File: src/rtl/lcd_row_arbiter_pkg.sv
// Shared types and helpers for the LCD row arbiter.
package lcd_row_arbiter_pkg;

  localparam int unsigned LCD_ROW_W = 128;

  typedef enum logic [1:0] {
    ARB_IDLE,
    ARB_ROTATE,
    ARB_MSG
  } lcd_arb_state_t;

  // Round-robin successor of idx among n producers.
  function automatic int unsigned rr_next(input int unsigned idx, input int unsigned n);
    return (idx + 1 >= n) ? 0 : idx + 1;
  endfunction

endpackage

File: src/rtl/lcd_row_arbiter_rr_pick.sv
// Combinational wrap-around priority pick: first set bit at or after i_start.
module lcd_row_arbiter_rr_pick #(
  parameter int unsigned N = 4
) (
  input  logic [N-1:0]         i_valid,
  input  logic [$clog2(N)-1:0] i_start,
  output logic                 o_found,
  output logic [$clog2(N)-1:0] o_idx
);

  localparam int unsigned IW = $clog2(N);

  // Scan N positions starting at i_start; the first valid one wins.
  always_comb begin
    o_found = 1'b0;
    o_idx   = '0;
    for (int unsigned k = 0; k < N; k++) begin
      if (!o_found && i_valid[IW'((32'(i_start) + k) % N)]) begin
        o_found = 1'b1;
        o_idx   = IW'((32'(i_start) + k) % N);
      end
    end
  end

endmodule

File: src/rtl/lcd_row_arbiter.sv
// Time-shares the 2x16 LCD rows between round-robin producers and an
// urgent one-shot message channel.
module lcd_row_arbiter
  import lcd_row_arbiter_pkg::*;
#(
  parameter int unsigned          NUM_REQ     = 4,
  parameter int unsigned          HOLD_CYCLES = 50_000_000,
  parameter int unsigned          MSG_CYCLES  = 100_000_000,
  parameter logic [LCD_ROW_W-1:0] ROW_INIT    = "????????????????"
) (
  input  logic                           clk,
  input  logic                           reset,
  input  logic [NUM_REQ-1:0]             req_valid,
  input  logic [NUM_REQ*LCD_ROW_W-1:0]   req_row_a,
  input  logic [NUM_REQ*LCD_ROW_W-1:0]   req_row_b,
  input  logic                           msg_valid,
  input  logic [LCD_ROW_W-1:0]           msg_row_a,
  input  logic [LCD_ROW_W-1:0]           msg_row_b,
  output logic                           msg_ready,
  output logic [LCD_ROW_W-1:0]           row_A,
  output logic [LCD_ROW_W-1:0]           row_B,
  output logic [$clog2(NUM_REQ)-1:0]     owner,
  output logic                           owner_valid
);

  localparam int unsigned OWN_W   = $clog2(NUM_REQ);
  localparam int unsigned MAX_CYC = (HOLD_CYCLES > MSG_CYCLES) ? HOLD_CYCLES : MSG_CYCLES;
  localparam int unsigned CNT_W   = (MAX_CYC > 1) ? $clog2(MAX_CYC) : 1;
  localparam logic [CNT_W-1:0] HOLD_LOAD = CNT_W'(HOLD_CYCLES - 1);
  localparam logic [CNT_W-1:0] MSG_LOAD  = CNT_W'(MSG_CYCLES - 1);

  lcd_arb_state_t         r_state, w_state_n;
  logic [CNT_W-1:0]       r_cnt, w_cnt_n;
  logic [OWN_W-1:0]       r_owner, w_owner_n;
  logic [OWN_W-1:0]       r_ptr, w_ptr_n;
  logic                   r_owner_valid, w_owner_valid_n;
  logic [LCD_ROW_W-1:0]   r_row_a, w_row_a_n;
  logic [LCD_ROW_W-1:0]   r_row_b, w_row_b_n;

  logic                   w_accept;
  logic [OWN_W-1:0]       w_start;
  logic                   w_found;
  logic [OWN_W-1:0]       w_pick;
  logic [LCD_ROW_W-1:0]   w_req_a [NUM_REQ];
  logic [LCD_ROW_W-1:0]   w_req_b [NUM_REQ];

  for (genvar g = 0; g < NUM_REQ; g++) begin : g_unpack
    assign w_req_a[g] = req_row_a[g*LCD_ROW_W +: LCD_ROW_W];
    assign w_req_b[g] = req_row_b[g*LCD_ROW_W +: LCD_ROW_W];
  end

  assign msg_ready = (r_state != ARB_MSG) & ~reset;
  assign w_accept  = msg_valid & msg_ready;

  // One picker serves all grant paths: idle uses the RR pointer, message exit
  // starts at the saved owner, rotation starts after the owner (owner last).
  always_comb begin
    unique case (r_state)
      ARB_IDLE: w_start = r_ptr;
      ARB_MSG:  w_start = r_owner;
      default:  w_start = OWN_W'(rr_next(32'(r_owner), NUM_REQ));
    endcase
  end

  lcd_row_arbiter_rr_pick #(.N(NUM_REQ)) u_pick (
    .i_valid (req_valid),
    .i_start (w_start),
    .o_found (w_found),
    .o_idx   (w_pick)
  );

  // Next-state, counter, owner and row selection.
  always_comb begin
    w_state_n       = r_state;
    w_cnt_n         = r_cnt;
    w_owner_n       = r_owner;
    w_ptr_n         = r_ptr;
    w_owner_valid_n = r_owner_valid;
    w_row_a_n       = r_row_a;
    w_row_b_n       = r_row_b;

    if (w_accept) begin
      w_state_n       = ARB_MSG;
      w_cnt_n         = MSG_LOAD;
      w_owner_valid_n = 1'b0;
      w_row_a_n       = msg_row_a;
      w_row_b_n       = msg_row_b;
    end else begin
      unique case (r_state)
        ARB_IDLE: begin
          if (w_found) w_state_n = ARB_ROTATE;
        end
        ARB_ROTATE: begin
          if (!req_valid[r_owner] || (r_cnt == '0)) begin
            w_state_n = w_found ? ARB_ROTATE : ARB_IDLE;
          end else begin
            w_cnt_n = r_cnt - CNT_W'(1);
          end
        end
        ARB_MSG: begin
          if (r_cnt == '0) begin
            w_state_n = w_found ? ARB_ROTATE : ARB_IDLE;
          end else begin
            w_cnt_n = r_cnt - CNT_W'(1);
          end
        end
        default: w_state_n = ARB_IDLE;
      endcase

      // A decision point (idle, expiry, owner drop, message exit) with a hit
      // is a grant; fresh dwell and pointer follow the picked index.
      if (w_found && ((r_state == ARB_IDLE) ||
                      (r_state == ARB_ROTATE && (!req_valid[r_owner] || r_cnt == '0)) ||
                      (r_state == ARB_MSG && r_cnt == '0))) begin
        w_owner_n       = w_pick;
        w_owner_valid_n = 1'b1;
        w_cnt_n         = HOLD_LOAD;
        w_ptr_n         = OWN_W'(rr_next(32'(w_pick), NUM_REQ));
      end

      // Rows are loaded from the owner being shown next, so owner and text
      // change on the same edge; leaving for idle restores the init text.
      if (w_state_n == ARB_ROTATE) begin
        w_row_a_n = w_req_a[w_owner_n];
        w_row_b_n = w_req_b[w_owner_n];
      end else if (w_state_n == ARB_IDLE && r_state != ARB_IDLE) begin
        w_owner_valid_n = 1'b0;
        w_row_a_n       = ROW_INIT;
        w_row_b_n       = ROW_INIT;
      end
    end
  end

  // State register with synchronous reset.
  always_ff @(posedge clk) begin
    if (reset) begin
      r_state       <= ARB_IDLE;
      r_cnt         <= '0;
      r_owner       <= '0;
      r_ptr         <= '0;
      r_owner_valid <= 1'b0;
      r_row_a       <= ROW_INIT;
      r_row_b       <= ROW_INIT;
    end else begin
      r_state       <= w_state_n;
      r_cnt         <= w_cnt_n;
      r_owner       <= w_owner_n;
      r_ptr         <= w_ptr_n;
      r_owner_valid <= w_owner_valid_n;
      r_row_a       <= w_row_a_n;
      r_row_b       <= w_row_b_n;
    end
  end

  assign row_A       = r_row_a;
  assign row_B       = r_row_b;
  assign owner       = r_owner;
  assign owner_valid = r_owner_valid;

endmodule

File: config.mk
export PLATFORM = sky130hd
export DESIGN_NAME = lcd_row_arbiter
export DESIGN_NICKNAME = d
export VERILOG_FILES = /design/src/rtl/lcd_row_arbiter_pkg.sv /design/src/rtl/lcd_row_arbiter_rr_pick.sv /design/src/rtl/lcd_row_arbiter.sv
export SDC_FILE = /design/constraint.sdc
export NUM_CORES = 1
export LEC_CHECK = 0
export CELL_PAD_IN_SITES_DETAIL_PLACEMENT = 1
export CELL_PAD_IN_SITES_GLOBAL_PLACEMENT = 1
export CORE_AREA = 3 3 594 596
export CTS_BUF_LIST = sky130_fd_sc_hd__clkbuf_16
export DETAILED_ROUTE_END_ITERATION = 12
export DIE_AREA = 0 0 597 599
export PLACE_DENSITY = 0.38
export SLEW_MARGIN = 10
export SYNTH_ARGS = -nofsm -noshare
export SYNTH_HDL_FRONTEND = slang
export SYNTH_SLANG_ARGS = --single-unit
File: constraint.sdc
create_clock -name clk -period 9.3 [get_ports clk]
set_input_delay 0.93 -clock clk [delete_from_list [all_inputs] [get_ports clk]]
set_output_delay 0.93 -clock clk [all_outputs]
set_load 0.005 [all_outputs]
==> summary.md, run 1 <==
| Metric | Value |
|---|---|
| Status | finished clean |
| Vias in the first global route | roughly 27000 |
| Synth Net Count | 3376 |
| Final worst path period share | 55.8% |
| Routed WL per cell | roughly 34 microns |
| TritonCTS sink count | 290 |
| Count leader, synth | mux2i_1 |
| Drt via density | ~3.2 |
| Clock Tree Root | clkbuf_16 |
| Hold Crit Class | reg2reg |
| Finished Layout Cells | 8150 |
| Final Skew | approximately 47 ps |
| Clock Latency Late Sink | 730 ps |
| Placed instance count | 8036 |
| GRT Overall Usage | approximately 15% |
| Iter 0 DRT Violations | around 1400 |
| Total die area | 358000 sq um |
| Ys async rst share | 0% |
| Syn_area_per_cell | around 9.5 sq um |
| Cell area after synthesis | a little under 20000 sq um |
| WP data required | 9910 ps |
| Worst hold margin | 463 ps |
| Cell accounting for the most synthesized area | dfxtp_1 |
| Pwr Density | 200 nW/um^2 |
| Area growth, synth to finish | 111% |
| # hold bufs at CTS | 0 |
| Share of cells above drive strength 1 | 5.47% |
| Antenna-violating nets left | 0 |
| Vias | about 26000 |
| F_max | 193 MHz |
| Final wirelength | ~280 mm |
| CTS tree | built |
| DP HPWL | 240 mm |
| CTS buffer count | 51 |
| Register bit count reported by yosys | 290 |
| IR drop worst, VDD | around 0.00017 V |
| Post-cts resize count | 0 |
| Area of the core | approximately 350000 sq um |
| CTS H-Tree Depth | 2 |
| Slew Viols, Final | 0 |
| Largest net degree at the start of global routing | ~110 |
| Row count | between 200 and 250 |
| Sequential area share after synthesis | between 20% and 30% |
| WP data arrival | around 5800 ps |
| Final core utilization | around 12% |
| Fin. Hold Viols | 0 |
| Slew @ Worst Pin | 1200 ps |
| IO Pins | between 1500 and 2000 |
| Worst-path fanout max | between 100 and 150 |
| Initial antenna violation count | approximately 220 |
| Final cell area excluding filler cells | approximately 42000 sq um |
| Residual DRC | 0 |
| Clock Pin Slew Worst Setup and Hold Paths | approximately 50 ps |
| Post-synth top area share | approximately 29% |
| Most area-consuming cells after synthesis | dfxtp_1 29%, mux2i_1 26%, a211o_1 8.5% |
| Crit Path Class | reg2reg |
| PortBufs | ~1500 |
| Max Cap Viol | 0 |
| Clk buf depth | 3 |
| Startpoint types | flop |
| Netlist cell types | 56 |
| Warnings from Yosys | 0 |
| Initial DRT Pass Iterations | 5 |
| Die Wd | 597 microns |
| Initial Util | around 5.7% |
| Final setup TNS | 0 ps |
| Grt total ovfl | 0 |
| Most frequent cells after synthesis | 514 x mux2i_1, 290 x dfxtp_1, 222 x a21oi_1 |
| Nets | around 4800 |
| Count of final setup violators | 0 |
| Post-CTS Setup Bufs | 0 |
| First-pass GRT wire length | between 300 and 400 mm |
| Slew HR | 20.0% |
| Final Critical Period | 5190 ps |
| Critical path endpoint category | flop |
| EDFF count, synth | 0 |
| RSZ-0062 raised after global routing | no |
| LEAKAGE | 15.5 nW |
| Placer Congestion | approximately 0.9 |
| Die height | roughly 600 microns |
| Main synth FF type | dfxtp_1 |
| Area after DPL | 40200 sq um |
| Post-Syn Instances | 2081 |
==> cells in the final DEF (no fill, tap or decap), drive strengths merged, types with 3 or more instances in the layout <==
| master | n |
|---|---|
| clkdlybuf4s50 | 1545 |
| mux2i | 514 |
| dfxtp | 290 |
| a21oi | 222 |
| a221oi | 193 |
| a211o | 192 |
| nor2 | 92 |
| nor3 | 82 |
| o21ai | 73 |
| o221a | 64 |
| clkbuf | 51 |
| buf | 44 |
| clkinv | 23 |
| diode | 22 |
| inv | 22 |
| nand2 | 20 |
| xnor2 | 16 |
| xor2 | 10 |
| ha | 8 |
| nor4 | 8 |
| nand2b | 6 |
| nor3b | 4 |
| and2 | 4 |
| o211ai | 3 |
| nand3b | 3 |
| or3 | 3 |
| clkinvlp | 3 |
==> path summary, 6_finish.rpt <==
path,endpoint,from,depth (start not counted),slack (ps)
setup reg to reg,row_A[37]$_SDFFE_PP1P_,r_state[0]$_SDFF_PP0_,12,4110
hold reg to reg,row_B[43]$_SDFFE_PP1P_,row_B[43]$_SDFFE_PP1P_,1,460
hold / removal,row_B[43]$_SDFFE_PP1P_,row_B[43]$_SDFFE_PP1P_,1,460
setup / recovery,row_A[37]$_SDFFE_PP1P_,r_state[0]$_SDFF_PP0_,12,4110
==> routing by layer <==
metal | track usage (%) | routed length [microns]
met5 | 0 | 927
met4 | 3.21 | 7740
met1 | 16.1 | 104000
met3 | 5.80 | 26100
met2 | 26.6 | 139000
==> state kept, by name (all words and copies together), names as in the netlist <==
name         count
r_ptr            2
row_B          128
r_state          2
r_cnt           27
owner_valid      1
owner            2
row_A          128
==> final cells by class <==
cell class                 count  area, sq um
fill                       40700       307000
timing repair buffer        1589        15900
tap                         4599         5750
inverter                       8         30.0
clock buffer                  51         1280
clock inverter                41          277
antenna                       22         55.1
multi-input combinational   1550        12800
sequential                   290         5810
==> where the power goes <==
part / total [W] / internal, W / switching (W) / leakage [nW]
Sequential: 0.00173 / 0.00152 / 0.000210 / 2.41
Clock: 0.00190 / 0.00102 / 0.000874 / 0.798
Combinational: 0.00475 / 0.00209 / 0.00266 / 12.3
==> stage by stage <==
step                      worst slack [ps]  power [W]
after global placement                3490    0.00666
final                                 4110    0.00838
after global routing                  3930    0.00886
after floorplan                       6080    0.00402
after detailed placement              3430    0.00667
after CTS                             4070    0.00871
==> worst max-delay path: stages, from the launching register on <==
cell and delay (ps):
dfxtp_1 440, inv_1 160, ha_1 390, or2_1 300, a31oi_1 550, nand3_1 150
and4_4 260, mux2i_4 330, buf_12 320, buf_12 460, mux2i_1 850, a221oi_1 240
a211o_1 300
==> cells by family after synthesis <==
logic type      after synthesis  synth area share, %
xor+xnor                     26                 1.15
fa+ha+maj                     8                0.505
buf+inv                     241                 6.76
compound gates              762                 28.8
flops                       290                 29.3
mux                         516                 26.1
simple gates                238                 7.37
(Power assumes the default switching activity.)
==> run 2: changes to the inputs <==
CORE_AREA = 3 3 593 595   (was 3 3 594 596)
DIE_AREA = 0 0 596 598   (was 0 0 597 599)
PLACE_DENSITY = 0.39   (was 0.38)
clock period = 4.2 ns   (was 9.3 ns; I/O delays follow)
==> summary.md, run 2 (synthesized netlist as in run 1, its figures left out) <==
| Metric | Value |
|---|---|
| WP data arrival | 4580 ps (-1210 ps) |
| Final wirelength | 264 mm (-4.7%) |
| Final worst setup slack | 200 ps (-3910 ps) |
| Fin. Hold Viols | 0 (unchanged) |
| DP HPWL | 234 mm (-2.2%) |
| Commonest non-fill, non-tap cells in the layout | 1545 x clkdlybuf4s50_1, 499 x mux2i_1, 290 x dfxtp_1 |
| Pre-CTS WS | -242 ps (-3670 ps) |
| Startpoint types | flop |
| Total die area | 356000 sq um (-0.33%) |
| Status | finished clean |
| Final Critical Period | 4000 ps (-1190 ps) |
| Share of cells above drive strength 1 | 10.2% (+4.7 points) |
| Clock Pin Slew Worst Setup and Hold Paths | 60 ps (about the same) |
| Die height | 598 microns (-0.17%) |
| Placer Congestion | 0.864 (-3.7%) |
| Hold Crit Class | in2reg |
| First-pass GRT wire length | 327 mm (-2.7%) |
| Slew HR | 39.6% (+20 points) |
| Die Wd | 596 microns (-0.17%) |
| Area growth, synth to finish | 120% |
| Row count | 216 (-0.46%) |
| Initial Util | 5.72% (+0.035 points) |
| Iter 0 DRT Violations | 1240 (-14%) |
| IO Pins | 1547 (unchanged) |
| Seq. cell area | 5810 sq um (unchanged) |
| TritonCTS sink count | 290 (unchanged) |
| PortBufs | 1546 (unchanged) |
| Vias in the first global route | 27900 (+4.0%) |
| Final worst path period share | 95.2% (+39 points) |
| CTS buffer count | 51 (unchanged) |
| Worst-path fanout max | 13 (-88%) |
| Final setup TNS | 0 ps (unchanged) |
| Largest net degree at the start of global routing | 71 (-34%) |
| Initial antenna violation count | 173 (-20%) |
| Area of the core | 346000 sq um (-0.62%) |
| Slew @ Worst Pin | 907 ps (-289 ps) |
| IR drop worst, VDD | 0.000298 V (+79%) |
| Clk buf depth | 3 (unchanged) |
| Critical path endpoint category | flop |
| Drt via density | 3.12 (-1.5%) |
| Max Cap Viol | 0 (unchanged) |
| Crit Path Class | reg2reg |
| CTS tree | built |
| Routed WL per cell | 31.9 microns (-6.4%) |
| Antenna-violating nets left | 0 (unchanged) |
| Vias | 25900 (+0.27%) |
| Worst hold margin | 131 ps (-332 ps) |
| Most common cell after layout, fill and taps aside | clkdlybuf4s50_1 |
| # hold bufs at CTS | 0 (unchanged) |
| CTS H-Tree Depth | 2 (unchanged) |
| Initial DRT Pass Iterations | 5 (unchanged) |
| Slew Viols, Final | 0 (unchanged) |
| GRT Overall Usage | 14.2% (-0.56 points) |
| Clock Latency Late Sink | 710 ps (-20 ps) |
| Residual DRC | 0 (unchanged) |
| Grt total ovfl | 0 (unchanged) |
| F_max | 250 MHz (+30%) |
| Final core utilization | 12.6% (+0.60 points) |
| Pwr Density | 452 nW/um^2 (+130%) |
| Multi-input logic area | 12800 sq um (+0.46%) |
| WP data required | 4780 ps (-5130 ps) |
| LEAKAGE | 16.5 nW (+6.2%) |
| Nets | 4952 (+3.5%) |
| Count of final setup violators | 0 (unchanged) |
| Total power | 0.0198 W (+140%) |
| RSZ-0062 raised after global routing | no |
| Fill count | 40400 (-0.74%) |
| Final Skew | 52.9 ps (+6.32 ps) |
| Clock Tree Root | clkbuf_16 |
| Post-CTS Setup Bufs | 0 (unchanged) |
## run 2: metrics by stage
step,area (sq um),instances
finish,43700,8295
global route,43600,8278
CTS,43600,8274
detailed placement,41900,8182
global placement,41900,8182
floorplan,19800,2081
## run 2: where the power goes
group / total [W] / switching [W] / leakage (nW) / internal [W]
clock: 0.00450 / 0.00182 / 0.849 / 0.00267
combinational: 0.0114 / 0.00601 / 13.2 / 0.00537
sequential: 0.00388 / 0.000503 / 2.41 / 0.00338
## run 2: final timing paths
kind,startpoint,endpoint,slack [ps],depth (start not counted)
hold / removal,reset,owner[1]$_SDFFE_PP0N_,130,2
setup / recovery,r_state[1]$_SDFF_PP0_,row_B[114]$_SDFFE_PP1P_,200,13
hold reg to reg,row_B[114]$_SDFFE_PP1P_,row_B[114]$_SDFFE_PP1P_,460,1
setup reg to reg,r_state[1]$_SDFF_PP0_,row_B[114]$_SDFFE_PP1P_,200,13
## run 2: what timing repair did
action                                  in CTS  in global routing
endpoints found under the hold margin        0                  0
endpoints found under the setup margin       3                 10
pin swaps                                    0                  0
resized for setup                            3                 13
## run 2: area by class of cell
type	instances	share of cell area, %
Clock buffer	51	2.92
Clock inverter	41	0.948
Tap cell	4578	13.1
Multi-Input combinational cell	1550	29.4
Inverter	8	0.0688
Timing Repair Buffer	1756	40.2
Antenna cell	21	0.120
Sequential cell	290	13.3
## run 2: per-layer routing
metal	vias up	GRT usage, %	share of wire (%)
met5	-	0	0.31
met4	124	2.70	2.3
met3	407	5.84	9.1
met2	1306	26.5	52
met1	12600	14.8	36
li1	11400	-	-
## run 2: worst max-delay path, stage by stage (launching register included)
cell and delay, ps:
dfxtp_1 450, inv_1 140, ha_1 210, or2_1 230
o311a_1 380, o32a_1 320, and4_4 210, mux2i_4 320
buf_12 210, buf_4 290, mux2i_1 540, buf_4 200
a221oi_1 80, a211o_1 280
==> run 3: changes to the inputs <==
CORE_AREA = 2 2 610 612   (was 3 3 593 595)
DIE_AREA = 0 0 612 614   (was 0 0 596 598)
PLACE_DENSITY = 0.37   (was 0.39)
==> summary.md, run 3 (synthesized netlist as in run 1, its figures left out) <==
| Metric | Value |
|---|---|
| Drt via density | 2.95 (-5.6%) |
| Clock power frac | 22.4% (-0.4 points) |
| Placer Congestion | 0.859 (-0.53%) |
| Clock Tree Root | clkbuf_16 |
| P_int | 0.0117 W (+2.4%) |
| Clock Latency Late Sink | 730 ps (+20 ps) |
| RR Startpoint | r_state[0]$_SDFF_PP0_ |
| Die Wd | 612 microns (+2.7%) |
| Final wirelength | 274 mm (+3.5%) |
| First-pass GRT wire length | 333 mm (+1.8%) |
| Area growth, synth to finish | 126% |
| Hold path start | row_B[64]$_SDFFE_PP1P_ |
| Die height | 614 microns (+2.7%) |
| Grt total ovfl | 0 (unchanged) |
| Row count | 224 (+3.7%) |
| Count of final setup violators | 0 (unchanged) |
| CTS H-Tree Depth | 2 (unchanged) |
| Initial Util | 5.36% (-0.37 points) |
| Most common cell after layout, fill and taps aside | clkdlybuf4s50_1 |
| Vias | 25800 (-0.42%) |
| Status | finished clean |
| Clock Pin Slew Worst Setup and Hold Paths | 60 ps (about the same) |
| Switching power | 0.00900 W (+7.9%) |
| Nets | 4997 (+0.91%) |
| IR drop worst, VDD | 0.000328 V (+10%) |
| CP Launch Point | r_state[0]$_SDFF_PP0_ |
| Total die area | 376000 sq um (+5.4%) |
| IO Pins | 1547 (unchanged) |
| Final Critical Period | 4120 ps (+124 ps) |
| DP HPWL | 243 mm (+3.7%) |
| PortBufs | 1546 (unchanged) |
| Worst-path fanout max | 23 (+10) |
| Crit Path Class | reg2reg |
| Met2 Track Usage GR | 25.5% (-1.0 points) |
| Initial antenna violation count | 154 (-11%) |
| Hold Crit Class | reg2reg |
| Logic pwr share | 58.8% (+1.2 points) |
| Share of cells above drive strength 1 | 11.7% (+1.5 points) |
| Antenna-violating nets left | 0 (unchanged) |
| WP data required | 4800 ps (+20 ps) |
| Critical path endpoint category | flop |
| Slew @ Worst Pin | 988 ps (+80.9 ps) |
| Finished Layout Cells | 8746 (+5.4%) |
| Fin. Hold Viols | 0 (unchanged) |
| Area of the core | 370000 sq um (+6.9%) |
| CTS buffer count | 50 (-2.0%) |
| TritonCTS sink count | 290 (unchanged) |
| Commonest non-fill, non-tap cells in the layout | 1543 x clkdlybuf4s50_1, 505 x mux2i_1, 290 x dfxtp_1 |
| Final worst path period share | 98.2% (+3.0 points) |
| Switching share of power | 43.5% (+1.3 points) |
| Vias in the first global route | 28000 (+0.46%) |
| LEAKAGE | 16.8 nW (+2.0%) |
| Placed instance count | 8619 (+5.3%) |
| Sequential share of power | 18.8% (-0.8 points) |
| Slew HR | 34.0% (-5.6 points) |
| Worst hold margin | 460 ps (+329 ps) |
| CTS tree | built |
| Iter 0 DRT Violations | 1091 (-12%) |
| Initial DRT Pass Iterations | 6 (+1) |
| Routed WL per cell | 31.3 microns (-1.9%) |
| F_max | 242 MHz (-3.0%) |
| Startpoint types | flop |
| Final Skew | 40.0 ps (-12.9 ps) |
| Pwr Density | 462 nW/um^2 (+2.1%) |
| GRT Overall Usage | 13.9% (-0.26 points) |
| Clk buf depth | 3 (unchanged) |
| Residual DRC | 0 (unchanged) |
| Fill count | 43300 (+7.1%) |
| Max Cap Viol | 0 (unchanged) |
| WP data arrival | 4720 ps (+140 ps) |
| Grt met1 use | 13.3% (-1.5 points) |
| M3 GR Usage | 8.06% (+2.2 points) |
| Most Crowded Layer GR | met2 |
| RSZ-0062 raised after global routing | yes |
| Largest net degree at the start of global routing | 52 (-27%) |
| Slew Viols, Final | 0 (unchanged) |
==> run 3: changes by cell type in the layout (fill, tap and decap cells not counted), moves of 3 or more <==
cell / previous run / this run
buf_12: 39 / 51
clkinv_1: 12 / 8
a221oi_2: 2 / 14
buf_4: 171 / 206
inv_1: 16 / 12
clkinv_4: 0 / 3
mux2i_1: 499 / 505
clkinv_2: 7 / 12
mux2i_2: 13 / 6
diode_2: 21 / 33
a221oi_1: 191 / 179
==> run 3: timing repair <==
action | in CTS | in global routing
hold buffers | 1 | 0
hold endpoints to repair | 25 | 0
pin swaps | 0 | 1
endpoints found under the setup margin | 9 | 14
gates cloned | 0 | 0
gates resized for setup | 9 | 10
setup buffers | 0 | 2
==> run 3: cell type report <==
type,instances,area (sq um),share of cell area (%)
Sequential cell,290,5810,13.0
Timing Repair Buffer,1802,18000,40.3
Multi-Input combinational cell,1550,12900,28.8
Clock inverter,40,454,1.01
Antenna cell,33,82.6,0.184
Tap cell,4972,6220,13.9
Inverter,8,30.0,0.0670
Clock buffer,51,1280,2.85
==> run 3: power by group through the flow <==
stage                     clock (W)  sequential [W]  combinational [W]
after CTS                   0.00495         0.00394             0.0126
final                       0.00464         0.00389             0.0122
after global placement            0         0.00398             0.0125
after global routing        0.00496         0.00399             0.0131
after detailed placement          0         0.00398             0.0125
after floorplan                   0         0.00379            0.00510
==> run 3: final timing paths <==
check	to	slack, ps	depth (start not counted)
worst max register to register	row_B[68]$_SDFFE_PP1P_	80	14
worst min register to register	row_B[64]$_SDFFE_PP1P_	460	1
worst min-delay path	row_B[64]$_SDFFE_PP1P_	460	1
worst max-delay path	row_B[68]$_SDFFE_PP1P_	80	14
==> run 3: stage by stage <==
step	instance area, sq um	setup slack, ps	TNS, ps	power, W	utilization [%]
final	44800	75.7	0	0.0207	12.1
after global routing	44700	-88.7	-289	0.0220	12.1
after global placement	42800	-424	-5250	0.0165	11.6
after detailed placement	42800	-441	-6900	0.0165	11.6
after floorplan	19800	1060	0	0.00889	-
after CTS	44600	2.21	0	0.0215	12.1
==> run 3: worst max-delay path, stage by stage, from the launching register on <==
cell and delay (ps):
dfxtp_1 410, inv_1 130, ha_1 310, or2_1 280, o311a_1 380, o32a_1 320
and4_4 210, mux2i_4 160, buf_12 200, buf_12 170, buf_12 210, mux2i_1 550
buf_4 270, a221oi_1 90, a211o_1 270
==> run 3: metal layers <==
| metal | vias to the layer above | wire (microns) | part of all wire, % |
|---|---|---|---|
| met2 | 1183 | 140000 | 51 |
| met1 | 12600 | 92000 | 34 |
| li1 | 11600 | - | - |
| met4 | 70 | 7140 | 2.6 |
| met3 | 340 | 34200 | 12 |
| met5 | - | 455 | 0.17 |
